File: src/rtl/sdft_pkg.sv
// Shared widths, FSM encoding and word packing for the sliding-DFT bin updater.
package sdft_pkg;

  localparam int DEF_ADDR_W   = 7;
  localparam int DEF_SAMPLE_W = 8;
  localparam int DEF_BIN_W    = 16;
  localparam int DEF_TW_W     = 8;

  typedef enum logic [2:0] {
    ST_IDLE  = 3'd0,
    ST_READ  = 3'd1,
    ST_WAIT  = 3'd2,
    ST_WRITE = 3'd3,
    ST_DONE  = 3'd4
  } state_e;

  // Field index within a two-field word: re/cos in the upper half, im/sin in the lower.
  localparam int HI_FIELD = 1;
  localparam int LO_FIELD = 0;

endpackage

File: src/rtl/sdft_cmul.sv
// Complex multiply (a + jb)(c + js) with arithmetic scale-down by TW_W-1.
// Operands registered on load_i; outputs are combinational from those registers.
module sdft_cmul #(
  parameter int BIN_W = 16,
  parameter int TW_W  = 8
) (
  input  logic             clk,
  input  logic             reset,
  input  logic             load_i,
  input  logic [BIN_W:0]   a_i,
  input  logic [BIN_W:0]   b_i,
  input  logic [TW_W-1:0]  c_i,
  input  logic [TW_W-1:0]  s_i,
  output logic [BIN_W-1:0] re_o,
  output logic [BIN_W-1:0] im_o
);
  localparam int PW = BIN_W + TW_W + 2;

  logic signed [BIN_W:0]  a_q, b_q;
  logic signed [TW_W-1:0] c_q, s_q;
  logic signed [PW-1:0]   p_re, p_im, sh_re, sh_im;
  logic                   unused_hi;

  always_ff @(posedge clk) begin
    if (reset) begin
      a_q <= '0;
      b_q <= '0;
      c_q <= '0;
      s_q <= '0;
    end else if (load_i) begin
      a_q <= $signed(a_i);
      b_q <= $signed(b_i);
      c_q <= $signed(c_i);
      s_q <= $signed(s_i);
    end
  end

  assign p_re  = PW'(a_q) * PW'(c_q) - PW'(b_q) * PW'(s_q);
  assign p_im  = PW'(a_q) * PW'(s_q) + PW'(b_q) * PW'(c_q);
  assign sh_re = p_re >>> (TW_W - 1);
  assign sh_im = p_im >>> (TW_W - 1);

  // Result wraps to BIN_W bits; the discarded high bits are intentionally dropped.
  assign re_o      = sh_re[BIN_W-1:0];
  assign im_o      = sh_im[BIN_W-1:0];
  assign unused_hi = ^{sh_re[PW-1:BIN_W], sh_im[PW-1:BIN_W]};

endmodule

File: src/rtl/sdft_bin_update.sv
// Sliding-DFT engine: per accepted sample, walks all bins X_k <- (X_k + delta) * W_k.
// 3 cycles per bin, done 3N+1 cycles after accept; samples offered while busy are dropped (overrun).
module sdft_bin_update
  import sdft_pkg::*;
#(
  parameter int ADDR_W   = DEF_ADDR_W,
  parameter int SAMPLE_W = DEF_SAMPLE_W,
  parameter int BIN_W    = DEF_BIN_W,
  parameter int TW_W     = DEF_TW_W
) (
  input  logic                 clk,
  input  logic                 reset,
  input  logic [SAMPLE_W-1:0]  sample,
  input  logic                 sample_valid,
  output logic                 sample_ready,
  output logic                 overrun,
  output logic                 done,
  output logic [ADDR_W-1:0]    r_addr,
  output logic                 r_en,
  input  logic [2*BIN_W-1:0]   r_data,
  output logic [ADDR_W-1:0]    w_addr,
  output logic                 w_en,
  output logic [2*BIN_W-1:0]   w_data,
  output logic [ADDR_W-1:0]    tw_addr,
  output logic                 tw_en,
  input  logic [2*TW_W-1:0]    tw_data
);
  localparam int N      = 1 << ADDR_W;
  localparam int FILL_W = ADDR_W + 1;

  state_e                     state_q, state_d;
  logic [ADDR_W-1:0]          k_q, k_d, ptr_q;
  logic [FILL_W-1:0]          fill_q;
  logic signed [SAMPLE_W:0]   delta_q, delta_d;
  logic [SAMPLE_W-1:0]        ring_q [N];
  logic signed [SAMPLE_W-1:0] oldest;
  logic signed [BIN_W-1:0]    re_rd, im_rd;
  logic [BIN_W:0]             a_d, b_d;
  logic [BIN_W-1:0]           re_new, im_new;
  logic                       accept, last_bin, cmul_load;

  assign sample_ready = (state_q == ST_IDLE) && !reset;
  assign overrun      = sample_valid && !reset && (state_q != ST_IDLE);
  assign accept       = sample_valid && sample_ready;
  assign last_bin     = (k_q == ADDR_W'(N - 1));

  // Until the window has filled, the sample leaving it is implicitly zero.
  assign oldest  = (fill_q == FILL_W'(N)) ? $signed(ring_q[ptr_q]) : '0;
  assign delta_d = $signed({sample[SAMPLE_W-1], sample}) - $signed({oldest[SAMPLE_W-1], oldest});

  assign re_rd = $signed(r_data[HI_FIELD*BIN_W +: BIN_W]);
  assign im_rd = $signed(r_data[LO_FIELD*BIN_W +: BIN_W]);
  assign a_d   = $signed({re_rd[BIN_W-1], re_rd}) + (BIN_W+1)'(delta_q);
  assign b_d   = {im_rd[BIN_W-1], im_rd};

  sdft_cmul #(.BIN_W(BIN_W), .TW_W(TW_W)) u_cmul (
    .clk    (clk),
    .reset  (reset),
    .load_i (cmul_load),
    .a_i    (a_d),
    .b_i    (b_d),
    .c_i    (tw_data[HI_FIELD*TW_W +: TW_W]),
    .s_i    (tw_data[LO_FIELD*TW_W +: TW_W]),
    .re_o   (re_new),
    .im_o   (im_new)
  );

  assign r_addr  = k_q;
  assign tw_addr = k_q;
  assign w_addr  = k_q;
  assign w_data  = w_en ? {re_new, im_new} : '0;

  always_ff @(posedge clk) begin
    if (reset) state_q <= ST_IDLE;
    else       state_q <= state_d;
  end

  always_comb begin
    state_d   = state_q;
    k_d       = k_q;
    r_en      = 1'b0;
    tw_en     = 1'b0;
    w_en      = 1'b0;
    done      = 1'b0;
    cmul_load = 1'b0;
    unique case (state_q)
      ST_IDLE: begin
        if (accept) begin
          state_d = ST_READ;
          k_d     = '0;
        end
      end
      ST_READ: begin
        r_en    = 1'b1;
        tw_en   = 1'b1;
        state_d = ST_WAIT;
      end
      ST_WAIT: begin
        cmul_load = 1'b1;
        state_d   = ST_WRITE;
      end
      ST_WRITE: begin
        w_en = 1'b1;
        if (last_bin) begin
          state_d = ST_DONE;
        end else begin
          k_d     = k_q + ADDR_W'(1);
          state_d = ST_READ;
        end
      end
      ST_DONE: begin
        done    = 1'b1;
        state_d = ST_IDLE;
      end
      default: state_d = ST_IDLE;
    endcase
  end

  always_ff @(posedge clk) begin
    if (reset) begin
      k_q     <= '0;
      ptr_q   <= '0;
      fill_q  <= '0;
      delta_q <= '0;
      for (int i = 0; i < N; i++) ring_q[i] <= '0;
    end else begin
      k_q <= k_d;
      if (accept) begin
        delta_q       <= delta_d;
        ring_q[ptr_q] <= sample;
        ptr_q         <= ptr_q + ADDR_W'(1);
        if (fill_q != FILL_W'(N)) fill_q <= fill_q + FILL_W'(1);
      end
    end
  end

endmodule

File: config.mk
export PLATFORM = sky130hd
export DESIGN_NAME = sdft_bin_update
export DESIGN_NICKNAME = d
export VERILOG_FILES = /design/src/rtl/sdft_pkg.sv /design/src/rtl/sdft_cmul.sv /design/src/rtl/sdft_bin_update.sv
export SDC_FILE = /design/constraint.sdc
export NUM_CORES = 2
export LEC_CHECK = 0
export CAP_MARGIN = 5
export CORE_AREA = 2 2 260 454
export CTS_BUF_LIST = sky130_fd_sc_hd__clkbuf_4 sky130_fd_sc_hd__clkbuf_8
export CTS_CLUSTER_DIAMETER = 40
export DETAILED_ROUTE_END_ITERATION = 16
export DIE_AREA = 0 0 262 456
export PLACE_DENSITY = 0.76
export SYNTH_ARGS = -nofsm -noshare
export SYNTH_HDL_FRONTEND = slang
export SYNTH_SLANG_ARGS = --single-unit
File: constraint.sdc
create_clock -name clk -period 12 [get_ports clk]
set_input_delay 2.4 -clock clk [delete_from_list [all_inputs] [get_ports clk]]
set_output_delay 2.4 -clock clk [all_outputs]
set_load 0.02 [all_outputs]
==> qor.txt <==
status: complete, no violations
WL/cell: 25.0 um
Yosys reg bits: 1114
post-CTS resize count: 0
async set or reset register ratio after synthesis: 0
cells after synthesis: 5487
final setup violation count: 0
vias in the first global route: 45200
final worst-path cycle share: 0.934
CTS Sinks: 1114
Layout Cells excl Fill: 7052
crit path time final: 11.21 ns
Die H: 456 um
cts bufs inserted: 158
PwrDens: 128 nW/um2
syn_nets: 6187
Fin Clk Skew: 0.0580 ns
P_sw: 2.79 mW
cts hold-fix bufs: 0
area delta synth->final: 7.20%
final-report hold violation count: 0
Worst Setup EP: w_data[15]
Setup CP Type: reg -> out
fmax: 89.2 MHz
Worst-path clk slew: 0.07 ns
DR pass1 iterations: 6
Post-Syn Area per Cell: 12.6 um2
fraction of layout cells with a size suffix above 1: 0.143
mapped cell area: 68900 um2
Clock Latency Late Sink: 0.89 ns
Slew HR: 0.233
CTS tree: built
vias per cell: 6.00
CP endpoint kind: primary output
Rows: 165
Logic pwr share: 0.206
hold_ws: 0.468 ns
Synth Flop Type: edfxtp_1
total track usage: 0.305
largest net degree at the start of global routing: 96
DIE AREA: 119000 um2
pre-CTS setup slack: 1.71 ns
CP required: 9.60 ns
Placed Instance Area: 70900 um2
post-synthesis sequential area ratio: 0.472
I/O Buffers: 117
Cell Int Power: 6.67 mW
H-Tree Level Count: 4
global route overflow: 0
switching share of power: 0.295
P_leak: 27.3 nW
drt total wl: 177000 um
Clk pwr share: 0.310
Sequential Power Share: 0.483
CP arrival: 8.81 ns
worst hold path type: reg -> reg
Initial Util: 0.596
Synth Warn #: 0
Finished Core Util: 0.639
Die X: 262 um
DR DRC count: 0
Root Buffer: clkbuf_8
total number of vias: 42300
Yosys cell types: 55
core area: 116000 um2
HPWL after DPL: 123000 um
TNS Setup: 0 ns
RePlAce Congestion: 0.960
initial antenna violation count: 7
Final ANT Viol Nets: 0
first-pass GRT wire length: 266000 um
placed instance count: 6760
Slew Limit Fails: 0
setup ws final: 0.791 ns
unrepaired setup endpoints after global routing: false
Design Area, Final: 73900 um2
Ports: 118
Tot Pwr: 9.46 mW
reg2reg setup slack: 5.72 ns
CP startpoint: u_cmul.c_q[7]
R2R depth: 17
startpoint types: flop
Critical Path Fanout Max: 18
worst-margin pin slew: 1.15 ns
maxcap violations: 0
DR iter-0 viols: 3472
nets@finish: 6117
number of synthesized flops with an enable pin: 1024
post-CTS setup buffers: 0
FF-to-FF End: delta_q[8]
CTS max path bufs: 3
Peak VDD IR: 0.0960 mV
[worst min-delay path by stage]
| stage | cells past startpoint | to | start |
|---|---|---|---|
| after floorplan | 2 | delta_q[2] | delta_q[2] |
| after global placement | 2 | delta_q[2] | delta_q[2] |
| after detailed placement | 2 | delta_q[2] | delta_q[2] |
| after CTS | 2 | delta_q[2] | delta_q[2] |
| after global routing | 2 | delta_q[2] | delta_q[2] |
| final | 2 | delta_q[2] | delta_q[2] |
[sequential cells by signal, summed over array words and instances (netlist names), named ones only]
name	count
ring_q	1024
u_cmul.a_q	17
u_cmul.b_q	16
delta_q	9
fill_q	8
u_cmul.c_q	8
u_cmul.s_q	8
ptr_q	7
r_addr	7
state_q	3
[per-layer routing]
metal / wire length (um) / vias up / track usage / part of all wire
li1: - / 18400 / - / -
met1: 53600 / 21400 / 0.305 / 0.30
met2: 95700 / 1834 / 0.547 / 0.54
met3: 11400 / 694 / 0.0572 / 0.064
met4: 15900 / 6 / 0.237 / 0.090
met5: 40 / - / 0 / 0.00023
[final cells by class]
| cell class | count | area (um2) |
|---|---|---|
| clock inverter | 88 | 526 |
| inverter | 582 | 2190 |
| multi-input combinational | 3381 | 32600 |
| clock buffer | 197 | 2480 |
| sequential | 1114 | 32600 |
| fill | 8521 | 41700 |
| tap | 1503 | 1880 |
| antenna | 7 | 17.5 |
| timing repair buffer | 180 | 1640 |
[placed cells by master (no fill, tap or decap), types with 57 or more instances in the layout]
cell type	n
edfxtp_1	1024
and2_1	997
inv_1	577
fa_1	474
nand2_1	368
mux4_2	336
nor3_1	280
nor2_1	226
ha_1	167
clkbuf_8	160
or2_2	131
clkdlybuf4s50_1	110
dfxtp_1	86
a21oi_1	83
buf_4	68
xnor2_1	63
clkinv_1	57
[critical path: stages (launching register included)]
cell	delay, ns
dfxtp_1	0.78
clkinv_1	0.79
nor2_1	0.33
fa_1	0.47
fa_1	0.46
fa_1	0.59
fa_1	0.46
fa_1	0.49
inv_1	0.05
fa_1	0.47
inv_1	0.04
ha_1	0.31
a21o_1	0.17
a41oi_1	0.36
o21ai_1	0.28
a211oi_1	0.48
o31ai_2	0.25
a2111o_1	0.45
o21ai_0	0.07
clkdlybuf4s50_1	0.63
[synth_stat cells (12+ instances only)]
library cell  instances  share of area
or2_2               131          0.012
buf_2                24         0.0017
dfxtp_1              90          0.026
buf_1                41         0.0022
xnor2_1              63         0.0080
xor2_1               27         0.0034
clkbuf_1            327          0.018
nor2_1              226          0.012
nand2_1             372          0.020
inv_1               579          0.032
a21oi_1              83         0.0060
nor2b_1              12         0.0011
o21ai_0              28         0.0020
and2_1              997          0.090
nor3_1              280          0.020
nand3_1              26         0.0019
a21o_1               16         0.0017
ha_1                167          0.030
buf_4                16         0.0017
edfxtp_1           1024           0.45
and3_1               14         0.0013
nand2b_1             38         0.0034
mux4_2              336           0.11
fa_1                474           0.14
[logic make-up after synthesis]
logic type | Yosys count | synth area share
AND/OR/NAND/NOR | 2130 | 0.166
flip-flops | 1114 | 0.472
buffers and inverters | 992 | 0.0555
adder cells (fa/ha/maj) | 641 | 0.168
multiplexers | 346 | 0.111
AO/OA/AOI/OAI | 174 | 0.0151
XOR/XNOR | 90 | 0.0114
[power by group through the flow]
stage	logic [mW]	clock network, mW	registers [mW]
3_3_place_gp	1.91	0	4.64
6_report	1.95	2.94	4.57
4_1_cts	1.95	2.96	4.57
2_1_floorplan	1.42	0	4.54
5_1_grt	2.13	3.11	4.59
3_5_place_dp	1.95	0	4.65
(Power assumes the default switching activity.)
